File: src/rtl/bram_arbiter.sv
// Round-robin arbiter that lets two requesters (fetch, data) share one memory port, one transaction at a time.
// Defining BRAM_ARB_TIMEOUT_EN adds a BUSY watchdog that completes a stuck transaction with an error.
module bram_arbiter #(
  parameter int ADDR_W  = 32,
  parameter int TIMEOUT = 255
) (
  input  logic              clk,
  input  logic              aresetn,

  input  logic              r0_req,
  input  logic              r0_we,
  input  logic [ADDR_W-1:0] r0_addr,
  input  logic [31:0]       r0_wdata,
  input  logic [3:0]        r0_strb,
  output logic              r0_ack,
  output logic [31:0]       r0_rdata,
  output logic              r0_err,

  input  logic              r1_req,
  input  logic              r1_we,
  input  logic [ADDR_W-1:0] r1_addr,
  input  logic [31:0]       r1_wdata,
  input  logic [3:0]        r1_strb,
  output logic              r1_ack,
  output logic [31:0]       r1_rdata,
  output logic              r1_err,

  output logic              mem_req,
  output logic              mem_we,
  output logic [ADDR_W-1:0] mem_addr,
  output logic [31:0]       mem_wdata,
  output logic [3:0]        mem_strb,
  input  logic [31:0]       mem_rdata,
  input  logic              mem_done
);

  typedef enum logic [1:0] {
    IDLE = 2'd0,
    BUSY = 2'd1,
    RESP = 2'd2
  } state_t;

  state_t state_reg, state_next;

  logic [1:0]        req_vec;
  logic [1:0]        we_vec;
  logic [ADDR_W-1:0] addr_vec  [2];
  logic [31:0]       wdata_vec [2];
  logic [3:0]        strb_vec  [2];

  logic              grant_reg;
  logic              last_grant_reg;
  logic              pick;
  logic              timeout_hit;
  logic              complete;

  logic              cmd_we_reg;
  logic [ADDR_W-1:0] cmd_addr_reg;
  logic [31:0]       cmd_wdata_reg;
  logic [3:0]        cmd_strb_reg;

  logic [1:0][31:0]  rdata_reg;
  logic [1:0]        ack_vec;
  logic [1:0]        err_vec;

  assign req_vec      = {r1_req, r0_req};
  assign we_vec       = {r1_we, r0_we};
  assign addr_vec[0]  = r0_addr;
  assign addr_vec[1]  = r1_addr;
  assign wdata_vec[0] = r0_wdata;
  assign wdata_vec[1] = r1_wdata;
  assign strb_vec[0]  = r0_strb;
  assign strb_vec[1]  = r1_strb;

  // Contended: whoever was not served last wins; otherwise the lone requester wins.
  assign pick     = (&req_vec) ? ~last_grant_reg : req_vec[1];
  assign complete = (state_reg == BUSY) && (mem_done || timeout_hit);

  always_comb begin
    state_next = state_reg;
    mem_req    = 1'b0;
    ack_vec    = 2'b00;
    case (state_reg)
      IDLE: begin
        if (|req_vec) state_next = BUSY;
      end
      BUSY: begin
        mem_req = 1'b1;
        if (mem_done || timeout_hit) state_next = RESP;
      end
      RESP: begin
        ack_vec[grant_reg] = 1'b1;
        state_next         = IDLE;
      end
      default: begin
        state_next = IDLE;
      end
    endcase
  end

  always_ff @(posedge clk or negedge aresetn) begin
    if (!aresetn) begin
      state_reg      <= IDLE;
      grant_reg      <= 1'b0;
      last_grant_reg <= 1'b1;
      cmd_we_reg     <= 1'b0;
      cmd_addr_reg   <= '0;
      cmd_wdata_reg  <= '0;
      cmd_strb_reg   <= '0;
      rdata_reg      <= '0;
    end else begin
      state_reg <= state_next;
      if (state_reg == IDLE && (|req_vec)) begin
        grant_reg     <= pick;
        cmd_we_reg    <= we_vec[pick];
        cmd_addr_reg  <= addr_vec[pick];
        cmd_wdata_reg <= wdata_vec[pick];
        cmd_strb_reg  <= strb_vec[pick];
      end
      // Writes and timed-out transactions return zero data.
      if (complete) begin
        rdata_reg[grant_reg] <= (mem_done && !cmd_we_reg) ? mem_rdata : 32'h0;
      end
      if (state_reg == RESP) begin
        last_grant_reg <= grant_reg;
      end
    end
  end

`ifdef BRAM_ARB_TIMEOUT_EN
  localparam int CNT_W = (TIMEOUT > 1) ? $clog2(TIMEOUT + 1) : 1;

  logic [CNT_W-1:0] busy_cnt_reg;
  logic             err_reg;

  // busy_cnt_reg holds the number of BUSY cycles already elapsed; mem_done wins a tie with the limit.
  assign timeout_hit = (state_reg == BUSY) && (busy_cnt_reg == CNT_W'(TIMEOUT - 1));
  assign err_vec     = ack_vec & {2{err_reg}};

  always_ff @(posedge clk or negedge aresetn) begin
    if (!aresetn) begin
      busy_cnt_reg <= '0;
      err_reg      <= 1'b0;
    end else begin
      if (state_reg != BUSY) begin
        busy_cnt_reg <= '0;
      end else if (!complete) begin
        busy_cnt_reg <= busy_cnt_reg + CNT_W'(1);
      end
      if (complete) begin
        err_reg <= !mem_done;
      end
    end
  end
`else
  assign timeout_hit = 1'b0;
  assign err_vec     = 2'b00;
`endif

  assign mem_we    = cmd_we_reg;
  assign mem_addr  = cmd_addr_reg;
  assign mem_wdata = cmd_wdata_reg;
  assign mem_strb  = cmd_strb_reg;

  assign r0_ack   = ack_vec[0];
  assign r1_ack   = ack_vec[1];
  assign r0_rdata = rdata_reg[0];
  assign r1_rdata = rdata_reg[1];
  assign r0_err   = err_vec[0];
  assign r1_err   = err_vec[1];

endmodule

File: config.mk
export PLATFORM = sky130hd
export DESIGN_NAME = bram_arbiter
export DESIGN_NICKNAME = d
export VERILOG_FILES = /design/src/rtl/bram_arbiter.sv
export SDC_FILE = /design/constraint.sdc
export NUM_CORES = 1
export LEC_CHECK = 0
export CORE_UTILIZATION = 45
export DETAILED_ROUTE_END_ITERATION = 7
export HOLD_SLACK_MARGIN = 0.12
export PLACE_DENSITY = 0.85
export RECOVER_POWER = 100
export SETUP_SLACK_MARGIN = 0.05
export SLEW_MARGIN = 15
export SYNTH_ARGS = -nofsm -noshare
export SYNTH_HDL_FRONTEND = slang
export SYNTH_SLANG_ARGS = --single-unit
export TNS_END_PERCENT = 50
File: constraint.sdc
create_clock -name clk -period 2.8 [get_ports clk]
set_clock_uncertainty 0.05 [all_clocks]
set_input_delay 0.28 -clock clk [delete_from_list [all_inputs] [get_ports clk]]
set_output_delay 0.28 -clock clk [all_outputs]
set_load 0.01 [all_outputs]
# After elaboration in Yosys (flattened, before gate mapping)

Cells that the tools add are included.

Magnitude comparators: 4
Eq/ne operators: 4
Mux-type cells: 23
Bitwise operators: 2
Reduce and logical (&&, ||, !) cells: 9

Operators with widths:

| operator             | count |
|---|---|
| $mux W32             | 8 |
| $bwmux W64           | 1 |
| $demux W32 S1        | 1 |
| $mux W4              | 3 |
| $mux W2              | 3 |
| $mux W1              | 5 |
| $logic_and A1 B1 Y1  | 4 |
| $lt A1 B2 Y1 const B | 2 |
| $pmux W2 S2          | 1 |
| $reduce_and A2 Y1    | 2 |
| $eq A2 B1 Y1 const B | 1 |
| $eq A2 B2 Y1 const B | 1 |
| $ge A2 B2 Y1 const B | 1 |
| $logic_not A2 Y1     | 1 |
| $ne A2 B1 Y1 const B | 1 |
| $ne A2 B2 Y1 const B | 1 |
| $not A1 Y2           | 1 |
| $reduce_or A2 Y1     | 1 |
| $demux W1 S1         | 1 |
| $ge A1 B1 Y1 const B | 1 |
| $logic_not A1 Y1     | 1 |
| $not A1 Y1           | 1 |

Flip-flop bits (word level): 137

# Depth between registers and ports, before layout

Depth in word-level cells: 6
Depth in mapped cells: 5
Gate-level depth less buffers: 3

# Worst setup path before layout

Ideal clock, no wire load.

Path kind: register -> register
Start point: reg last_grant_reg
End point: reg cmd_addr_reg[0], in the netlist mem_addr[0]
Arrival time: 1.476 ns
Required time: 2.625 ns
Path slack: 1.149 ns
Stages on the path, launching flop included: 6
Cells stage by stage: dfstp_2 > a21bo_1 > buf_6 > buf_12 > mux2_4 > mux2_4

Word-level cells in the longest chain between the ends: 6

RTL lines:

| item                                         | RTL line | text |
|---|---|---|
| start, declared                              | 52       | `logic last_grant_reg;` |
| start signal, assigned                       | 125      | `last_grant_reg <= grant_reg;` |
| $not A1 Y1                                   | 76       | `assign pick = (&req_vec) ? ~last_grant_reg : req_vec[1];` |
| $mux W1                                      | 76       |  |
| $not A1 Y2 (implied by the code)             | 116      | `cmd_addr_reg <= addr_vec[pick];` |
| $mux W32 (implied by the code) (3 in series) | 116      |  |
| end signal, assigned                         | 116      |  |
| end, declared                                | 58       | `logic [ADDR_W-1:0] cmd_addr_reg;` |

Every way passes these cells. The select of a mux whose other input is x is not followed.
A chain may end at the register's enable or synchronous reset.

# Final worst setup path

Start point: reg state_reg[0]
End point: out r1_ack

Word-level cells in the longest chain between the ends: 2

RTL lines:

| item                   | RTL line | text |
|---|---|---|
| start, declared        | 43       | `state_t state_reg, state_next;` |
| start signal, assigned | 112      | `state_reg <= state_next;` |
| $eq A2 B2 Y1           | 83       | `case (state_reg)` |
| $mux W2                | 83       |  |
| end, declared          | 24       | `output logic r1_ack,` |

Every way passes these cells.

==> summary.md <==
| Metric | Value |
|---|---|
| ANT nets after route | 0 |
| Least-Margin Pin Slew | 1.57 ns |
| Detail Placement HPWL | 13.8 mm |
| CTS Buffer Depth | 2 |
| Cell row count | 43 |
| Starting Density | 46.7% |
| CP cell instances | nand2b_1 > nor2_1 > dlygate4sd3_1 |
| Final-stage net count | 968 |
| Yosys reg bits | 137 |
| Setup bufs post-CTS | 0 |
| Avg WL per Cell | 18.7 µm |
| Largest stage delay, worst path | 0.67 ns |
| Clock root cell | clkbuf_16 |
| Post-CTS resize count | 0 |
| Number of global-route vias before repair | 5370 |
| Finished Layout Cells | 986 |
| Crit. Startpoint | state_reg[0]$_DFFE_PN0P_ |
| Clk sinks | 137 |
| I/O pins | 313 |
| CP arrival | 1.88 ns |
| Met3 routed WL | 1.45 mm |
| Syn avg cell area | 13.5 µm² |
| Final core occ | 71.7% |
| # port buffers | 310 |
| Final Hold Fails | 0 |
| Reg-to-reg slack, setup | 0.71 ns |
| Critical path's top delay family | buffers and inverters |
| Residual DRC | 0 |
| Buf/Inv on CP | 1 |
| Syn Inst Count | 486 |
| CP Data Required Time | 2.47 ns |
| VDD IR max | 0.483 mV |
| Design Power | 9200 µW |
| Die outline area | 0.0151 mm² |
| Critical path type | reg2out |
| WL final | 18.5 mm |
| Distinct cells, synth | 22 |
| Status | finished with violations |
| Synth top area share | 51.7% |
| R2R Path End | mem_addr[9]$_DFFE_PN0P_ |
| Crit. End Element | output pin |
| Hold Slack | 0.396 ns |
| Drt first pass iters | 5 |
| Fill cells | 984 |
| Max-slew violation total from the final report | 63 |
| Share of cells above drive strength 1 | 14.4% |
| Max Clk Rate | 0.452 GHz |
| Failing checks | capacitance limit, slew limit |
| Highest Signal Layer | met4 |
| Stages on worst setup path | 3 |
| GPL Wtd Cong | 0.794 |
| Core Box Area | 0.0141 mm² |
| Setup TNS | 0 ns |
| Slew margin rel. | -4.92% |
| Slowest CP cell | dlygate4sd3_1 |
| Clk Latency, worst-skew pair | 0.41 ns |
| Crit share post-route | 79.0% |
| DR vias | 5007 |
| Reg2Reg Depth | 3 |
| Placed Cells | 953 |
| P_leak | 0.00461 µW |
| Die width | 123 µm |
| Synth Cell Area | 0.00658 mm² |
| Final setup fails | 0 |
| ANT cells | 0 |
| Startpoint types | flip-flop |
| Sequential share of the synthesized area | 52.1% |
| Routed wl met2 | 9.43 mm |
| Area contributors post-synth | dfrtp_1, mux2_4, nand2_1 |
| Most frequent cells in the layout | clkdlybuf4s50_1, dlygate4sd3_1, dfrtp_1 |
| Period minus WS final | 2.21 ns |
| GRT Util Overall | 25.0% |
| Post-synth top area cell | dfrtp_1 |
| P&R area growth vs syn | 53.5% |
| Critical Path End | r1_ack |
| Vias per cell | 5.08 |
| CTS tree | built |
| Reg2reg start | state_reg[0]$_DFFE_PN0P_ |
| Die height | 123 µm |
| CTS clock-pin slew for the worst setup and hold paths | 0.05 ns |
| Most common cell after layout, fill and taps aside | clkdlybuf4s50_1 |
| CTS Hold Bufs | 1 |
| Metal-1 WL | 7.04 mm |
| Iter 0 DRT Violations | 250 |
| Max Cap Viol | 1 |
| PwrDens | 910 mW/mm² |
| Global-route wire length before repair | 27.8 mm |
| Hold/Removal Path Class | in2reg |
| Largest net degree at the start of global routing | 72 |
| Yosys warns | 0 |
| CP Max Fanout | 5 |
| Total CTS buffers | 17 |
| Initial antenna violation count | 0 |
| RSZ-0062 raised after global routing | no |
| H-tree depth | 4 |
| Remaining global-route overflow | 0 |
==> through the flow <==
| stage | instance area, µm² | worst slack (ns) |
|---|---|---|
| floorplan | 6590 | 1.15 |
| global placement | 9770 | 0.676 |
| detailed placement | 9770 | 0.634 |
| CTS | 10400 | 0.610 |
| global route | 10100 | 0.310 |
| finish | 10100 | 0.588 |
==> worst reg2reg max path, delay by kind of cell (launching register included) <==
| family | cells | cell delay (ns) |
|---|---|---|
| simple gates | 1 | 0.19 |
| flops | 1 | 0.44 |
| buf+inv | 1 | 0.82 |
| mux | 1 | 0.47 |
==> cells in the mapped netlist <==
cell type	instances
o21ai_0	64
nand4b_1	1
mux2_4	138
nand2b_1	1
a21bo_1	1
nor3_2	1
nor2_1	3
mux2i_1	1
nor2b_1	2
dfstp_2	1
buf_12	7
buf_2	3
nand4bb_1	1
inv_1	2
dfrtp_1	136
a21o_1	2
conb_1	1
buf_4	9
and2_1	1
buf_6	1
clkbuf_1	14
nand2_1	96
==> routing by layer <==
metal,vias to the layer above,global-route usage [%]
met4,0,11.4
met3,37,7.66
met1,2442,28.3
met5,-,0
li1,2276,-
met2,252,43.2
==> layout make-up <==
cell class                      instances  area, µm²  area share, %
Multi-Input combinational cell        314       2630           26.0
Inverter                                2       7.51         0.0743
Clock buffer                           25        515           5.10
Sequential cell                       137       3430           33.9
Timing Repair Buffer                  321       3210           31.8
Clock inverter                          7       87.6          0.867
Tap cell                              180        225           2.23
==> power breakdown <==
group	switching, µW	leakage, µW	internal [µW]
logic	1670	0.00259	2020
clock network	801	0.000299	1450
registers	464	0.00172	2790
==> how the worst min path moves through the flow <==
stage	cells past startpoint	endpoint	slack [ns]	startpoint
after CTS	2	r1_rdata[30]$_DFFE_PN0P_	0.38	aresetn
after global placement	1	r0_rdata[30]$_DFFE_PN0P_	0.25	aresetn
after floorplan	0	grant_reg$_DFFE_PN0P_	-0.07	aresetn
after global routing	3	r1_rdata[23]$_DFFE_PN0P_	0.41	mem_rdata[23]
final	3	r1_rdata[20]$_DFFE_PN0P_	0.40	mem_rdata[20]
after detailed placement	1	r0_rdata[4]$_DFFE_PN0P_	0.26	aresetn
==> kinds of logic after synthesis <==
| logic type | share of synthesized area (%) |
|---|---|
| mux | 31.6 |
| flops | 52.1 |
| simple gates | 6.48 |
| compound gates | 5.25 |
| buf+inv | 4.47 |
| other cells | 0.0570 |
No activity file was read; power rests on OpenSTA's default activity.
